===== config.mk =====
export PLATFORM = sky130hd
export DESIGN_NAME = seq_divider
export DESIGN_NICKNAME = d
export VERILOG_FILES = /design/src/rtl/arith_pkg.sv /design/src/rtl/div_step.sv /design/src/rtl/seq_divider.sv
export SDC_FILE = /design/constraint.sdc
export NUM_CORES = 1
export LEC_CHECK = 0
export CAP_MARGIN = 5
export CORE_MARGIN = 2
export CORE_UTILIZATION = 40
export DETAILED_ROUTE_END_ITERATION = 8
export MAX_ROUTING_LAYER = met4
export PLACE_DENSITY_LB_ADDON = 0.15
export SYNTH_ARGS = -nofsm -noshare
export SYNTH_HDL_FRONTEND = slang
export SYNTH_SLANG_ARGS = --single-unit
export TNS_END_PERCENT = 1

===== constraint.sdc =====
create_clock -name clk -period 4 [get_ports clk]
set_clock_uncertainty 0.1 [all_clocks]
set_input_delay 0.8 -clock clk [delete_from_list [all_inputs] [get_ports clk]]
set_output_delay 0.8 -clock clk [all_outputs]
set_load 0.02 [all_outputs]

===== src/rtl/arith_pkg.sv =====
// Shared types and helpers for the iterative arithmetic units (divider FSM states, counter sizing).
package arith_pkg;

  typedef enum logic [1:0] {
    IDLE,
    CALC,
    DONE
  } div_state_e;

  // Width of an iteration counter that must reach width-1; never narrower than one bit.
  function automatic int iterW(input int width);
    return (width <= 2) ? 1 : $clog2(width);
  endfunction

endpackage


===== src/rtl/div_step.sv =====
// One restoring-division iteration: shift in the next dividend bit and try to subtract the divisor.
module div_step #(
  parameter int WIDTH = 8
) (
  input  logic [WIDTH-1:0] rem_in,
  input  logic             bit_in,
  input  logic [WIDTH-1:0] divisor,
  output logic [WIDTH-1:0] rem_out,
  output logic             q_bit
);

  logic [WIDTH:0] trial;

  // A borrow out of the extended subtraction means the divisor did not fit: restore.
  always_comb begin
    trial   = {rem_in, bit_in} - {1'b0, divisor};
    q_bit   = ~trial[WIDTH];
    rem_out = q_bit ? trial[WIDTH-1:0] : {rem_in[WIDTH-2:0], bit_in};
  end

endmodule


===== src/rtl/seq_divider.sv =====
// Iterative radix-2 restoring divider with start/done handshake; WIDTH cycles per division.
// Optional signed operation is enabled by defining SEQ_DIV_SIGNED_EN.
module seq_divider
  import arith_pkg::*;
#(
  parameter int WIDTH = 8
) (
  input  logic             clk,
  input  logic             rst_n,
  input  logic             start,
  input  logic [WIDTH-1:0] dividend,
  input  logic [WIDTH-1:0] divisor,
`ifdef SEQ_DIV_SIGNED_EN
  input  logic             signed_op,
`endif
  output logic [WIDTH-1:0] quotient,
  output logic [WIDTH-1:0] remainder,
  output logic             busy,
  output logic             done,
  output logic             div_by_zero,
  output logic             overflow
);

  localparam int ITER_W = iterW(WIDTH);
  localparam logic [ITER_W-1:0] LAST_ITER = ITER_W'(WIDTH - 1);
  localparam logic [WIDTH-1:0] MIN_VAL = {1'b1, {(WIDTH - 1){1'b0}}};

  div_state_e state_q, state_d;
  logic [WIDTH-1:0]  remAcc_q, remAcc_d;
  logic [WIDTH-1:0]  qSh_q, qSh_d;
  logic [WIDTH-1:0]  divisor_q, divisor_d;
  logic [ITER_W-1:0] iter_q, iter_d;
  logic              zeroDiv_q, zeroDiv_d;
  logic              negQ_q, negQ_d;
  logic              negR_q, negR_d;
  logic              ovfPend_q, ovfPend_d;
  logic [WIDTH-1:0]  quotient_q, quotient_d;
  logic [WIDTH-1:0]  remainder_q, remainder_d;
  logic              divByZero_q, divByZero_d;
  logic              overflow_q, overflow_d;

  logic             signedOp;
  logic             dividendNeg, divisorNeg, divisorZero;
  logic [WIDTH-1:0] dividendMag, divisorMag;
  logic [WIDTH-1:0] stepRem, qShNext;
  logic             stepBit;

`ifdef SEQ_DIV_SIGNED_EN
  assign signedOp = signed_op;
`else
  assign signedOp = 1'b0;
`endif

  assign divisorZero = (divisor == '0);
  assign dividendNeg = signedOp && dividend[WIDTH-1];
  assign divisorNeg  = signedOp && divisor[WIDTH-1];
  assign dividendMag = dividendNeg ? (~dividend + 1'b1) : dividend;
  assign divisorMag  = divisorNeg ? (~divisor + 1'b1) : divisor;

  div_step #(.WIDTH(WIDTH)) u_step (
    .rem_in (remAcc_q),
    .bit_in (qSh_q[WIDTH-1]),
    .divisor(divisor_q),
    .rem_out(stepRem),
    .q_bit  (stepBit)
  );

  assign qShNext = {qSh_q[WIDTH-2:0], stepBit};

  // A zero divisor still spends one CALC cycle so its done lands one edge after accept;
  // the raw dividend is kept in qSh so it can be returned as the remainder.
  always_comb begin
    state_d     = state_q;
    remAcc_d    = remAcc_q;
    qSh_d       = qSh_q;
    divisor_d   = divisor_q;
    iter_d      = iter_q;
    zeroDiv_d   = zeroDiv_q;
    negQ_d      = negQ_q;
    negR_d      = negR_q;
    ovfPend_d   = ovfPend_q;
    quotient_d  = quotient_q;
    remainder_d = remainder_q;
    divByZero_d = divByZero_q;
    overflow_d  = overflow_q;

    case (state_q)
      IDLE, DONE: begin
        if (start) begin
          state_d   = CALC;
          remAcc_d  = '0;
          iter_d    = '0;
          divisor_d = divisorMag;
          zeroDiv_d = divisorZero;
          qSh_d     = divisorZero ? dividend : dividendMag;
          negQ_d    = !divisorZero && (dividendNeg ^ divisorNeg);
          negR_d    = !divisorZero && dividendNeg;
          ovfPend_d = signedOp && (dividend == MIN_VAL) && (&divisor);
        end else if (state_q == DONE) begin
          state_d = IDLE;
        end
      end

      CALC: begin
        if (zeroDiv_q) begin
          state_d     = DONE;
          quotient_d  = '1;
          remainder_d = qSh_q;
          divByZero_d = 1'b1;
          overflow_d  = 1'b0;
        end else begin
          remAcc_d = stepRem;
          qSh_d    = qShNext;
          iter_d   = iter_q + 1'b1;
          if (iter_q == LAST_ITER) begin
            state_d     = DONE;
            quotient_d  = negQ_q ? (~qShNext + 1'b1) : qShNext;
            remainder_d = negR_q ? (~stepRem + 1'b1) : stepRem;
            divByZero_d = 1'b0;
            overflow_d  = ovfPend_q;
          end
        end
      end

      default: state_d = IDLE;
    endcase
  end

  always_ff @(posedge clk) begin
    if (!rst_n) begin
      state_q     <= IDLE;
      remAcc_q    <= '0;
      qSh_q       <= '0;
      divisor_q   <= '0;
      iter_q      <= '0;
      zeroDiv_q   <= 1'b0;
      negQ_q      <= 1'b0;
      negR_q      <= 1'b0;
      ovfPend_q   <= 1'b0;
      quotient_q  <= '0;
      remainder_q <= '0;
      divByZero_q <= 1'b0;
      overflow_q  <= 1'b0;
    end else begin
      state_q     <= state_d;
      remAcc_q    <= remAcc_d;
      qSh_q       <= qSh_d;
      divisor_q   <= divisor_d;
      iter_q      <= iter_d;
      zeroDiv_q   <= zeroDiv_d;
      negQ_q      <= negQ_d;
      negR_q      <= negR_d;
      ovfPend_q   <= ovfPend_d;
      quotient_q  <= quotient_d;
      remainder_q <= remainder_d;
      divByZero_q <= divByZero_d;
      overflow_q  <= overflow_d;
    end
  end

  assign busy        = (state_q == CALC);
  assign done        = (state_q == DONE);
  assign quotient    = quotient_q;
  assign remainder   = remainder_q;
  assign div_by_zero = divByZero_q;
  assign overflow    = overflow_q;

endmodule


==> flow_summary.toml <==
[cts]
cts_setup_buffers = 0
cts_made_buffers = 5
cts_hold_buffers = 0
cts_root_buf = "clkbuf_8"
cts_resized = 0
clk-insertion-delay-late_ns = 0.30
numClockSinks = 47
clk_path_buf_depth = 2
cts_max_level = 2
cts_tree = "yes"
cts.reportedPaths.clkPinSlew_ns = 0.09

[logic_synthesis]
synth_top_area_cell = "dfxtp_1"
syn_inst = 284
async_reset_ff_share_pct = 0
synthDominantCellAreaShare_pct = 40.9
yosys.cell_types.count = 47
synthesis.area_sq_um = 2300
seq_area_frac_synth_pct = 40.9
yosys-top-cells-area = "dfxtp_1 41%, nand2_1 7.5%, ha_1 5.4%"
synth_nets = 314
syn_avg_cell_area_sq_um = 8.11
yosysWarnings = 0
synth-seq-cells = 47
synth_flop_cell = "dfxtp_1"
synth_edf_count = 0

[power]
peakVddDrop_uv = 188
power.share.sequential_pct = 46.2
finalPower_mw = 1.11
power.density_nw_per_um2 = 395
power_frac_comb_pct = 26.2
p_leak_nw = 1.07
switchingPower_uw = 354
p_int_uw = 758
power_frac_clock_pct = 27.6
netSwitchingFraction_pct = 31.8

[setup_path]
cp_max_fo = 14
worst_ep_required_time_ns = 3.10
cp-start-kind = "register"
arrival_ns = 2.11
endpoint_kind = "output port"
crit_type = "reg2out"

[layout]
final_nets = 346
finalNonFillerCells = 389
syn2layout_area_growth_pct = 22.3
multi_input_area_sq_um = 1240
final_common_cell = "dfxtp_1"
insertedDiodeCount = 0
regArea_sq_um = 941
final_cell_mix = "47 x dfxtp_1, 46 x nand2_1, 37 x clkdlybuf4s50_1, 30 x nor2_1, 21 x a21oi_1"
final_area_sq_um = 2820
drive_above_1_share_pct = 5.99
fillers = 565

[floorplanning]
initial_core_util_pct = 41.6
io_pins = 39
die_h_um = 79.9
core_area_sq_um = 5540
row_count = 27
die_w_um = 79.9
die-area_sq_um = 6380

[sta]
fin_crit_sh_pct = 75.3
fin_tns_setup_ns = 0
finalMaxSlewViolations = 0
setup_viol = 0
rsz0062_at_grt = "false"
max_freq_ghz = 0.332
maxSlewHeadroom_pct = 55.0
hold_viol_final = 0
tightestPinTransition_ns = 0.674
timing.hold.ws_ns = 0.362
finalCriticalPeriod_ns = 3.01

[placed_design]
post_dp_cell_area_sq_um = 2720
hpwl_um = 4090
dp_cells = 381
io_buffers = 37
globalplace.congestion = 0.813

[run]
cap_violations = 0

[global_routing]
grt_pass1_vias = 1907
grt_max_degree = 20
grt_overflow = 0
antenna_found_initial = 0
grt_use_total_pct = 19.2
grt_pass1_wl_um = 9290

[outcome]
status = "complete, no violations"

[routing]
wire_per_inst_um = 14.0
drt-total-wl_um = 5460
ant_nets = 0
drt_first_pass_iters = 4
vias_per_cell = 5.20
drt_iter0_markers = 124
num_vias = 2022
drc_errors = 0

[hold_path]
holdCritPathClass = "reg2reg"
-- power by group through the flow --
| stage | Combinational (mW) | Sequential, mW | Clock, mW |
|---|---|---|---|
| after floorplan | 0.235 | 0.517 | 0 |
| after global placement | 0.290 | 0.525 | 0 |
| after detailed placement | 0.292 | 0.525 | 0 |
| after CTS | 0.292 | 0.514 | 0.313 |
| after global routing | 0.327 | 0.518 | 0.329 |
| final | 0.292 | 0.514 | 0.307 |
-- cells by family (layout without fill, tap and decap cells) --
| logic type | Yosys count | after routing | synth area share, % |
|---|---|---|---|
| compound gates | 74 | 74 | 21.5 |
| xor+xnor | 5 | 5 | 1.90 |
| fa+ha+maj | 11 | 11 | 6.30 |
| buf+inv | 30 | 63 | 5.43 |
| flops | 47 | 47 | 40.9 |
| mux | 8 | 8 | 3.75 |
| other cells | 1 | 1 | 0.163 |
| simple gates | 108 | 108 | 20.1 |
-- final cells by class --
class | count | share of cell area, %
Clock buffer | 6 | 2.93
Sequential cell | 47 | 33.4
Clock inverter | 2 | 0.489
Tap cell | 72 | 3.20
Timing Repair Buffer | 41 | 14.2
Multi-Input combinational cell | 207 | 43.9
Inverter | 14 | 1.87
-- sequential cells by signal, indices dropped and copies added, names as in the netlist --
name / count
iter_q: 3
zeroDiv_q: 1
remAcc_q: 8
qSh_q: 8
quotient: 8
divisor_q: 8
div_by_zero: 1
state_q: 2
remainder: 8
-- per-stage QoR --
step,util [%],worst slack [ns]
after floorplan,-,1.59
after global placement,49.1,1.39
after detailed placement,49.1,1.34
after CTS,50.8,0.987
after global routing,50.8,0.816
final,50.8,0.986
-- per-layer routing --
metal,share of wire (%),up-vias,GRT usage [%]
met1,50,917,27.0
met2,44,38,28.0
li1,-,1059,-
met4,1.6,0,6.61
met3,3.8,8,2.94
met5,0,-,-
-- synth_stat cells, types with 2 or more instances --
cell type,number
xor2_1,4
nand3_1,4
o221ai_1,2
o22ai_1,5
inv_1,13
nor4_1,2
a22oi_1,5
mux2i_1,6
nand2b_1,5
clkbuf_1,11
nor2b_1,3
ha_1,10
o21ai_0,8
buf_1,2
a21oi_1,21
o211ai_1,2
nand2_1,46
a311oi_1,7
nor3_1,16
a21oi_2,2
a2111o_1,2
nor2_1,30
dfxtp_1,47
o21ai_1,8
-- final timing paths --
path	start	endpoint	slack, ns	cells after the start
min reg2reg	divisor_q[2]	divisor_q[2]	0.36	2
min	divisor_q[2]	divisor_q[2]	0.36	2
max reg2reg	qSh_q[7]	remainder[0]	1.34	9
max	state_q[1]	busy	0.99	3
-- critical path, stage by stage (launching register included) --
cell and delay, ns:
dfxtp_1 0.32, nand2b_1 0.36, inv_1 0.45, clkdlybuf4s50_1 0.69
Note: power is estimated with default switching activity, not from simulation.
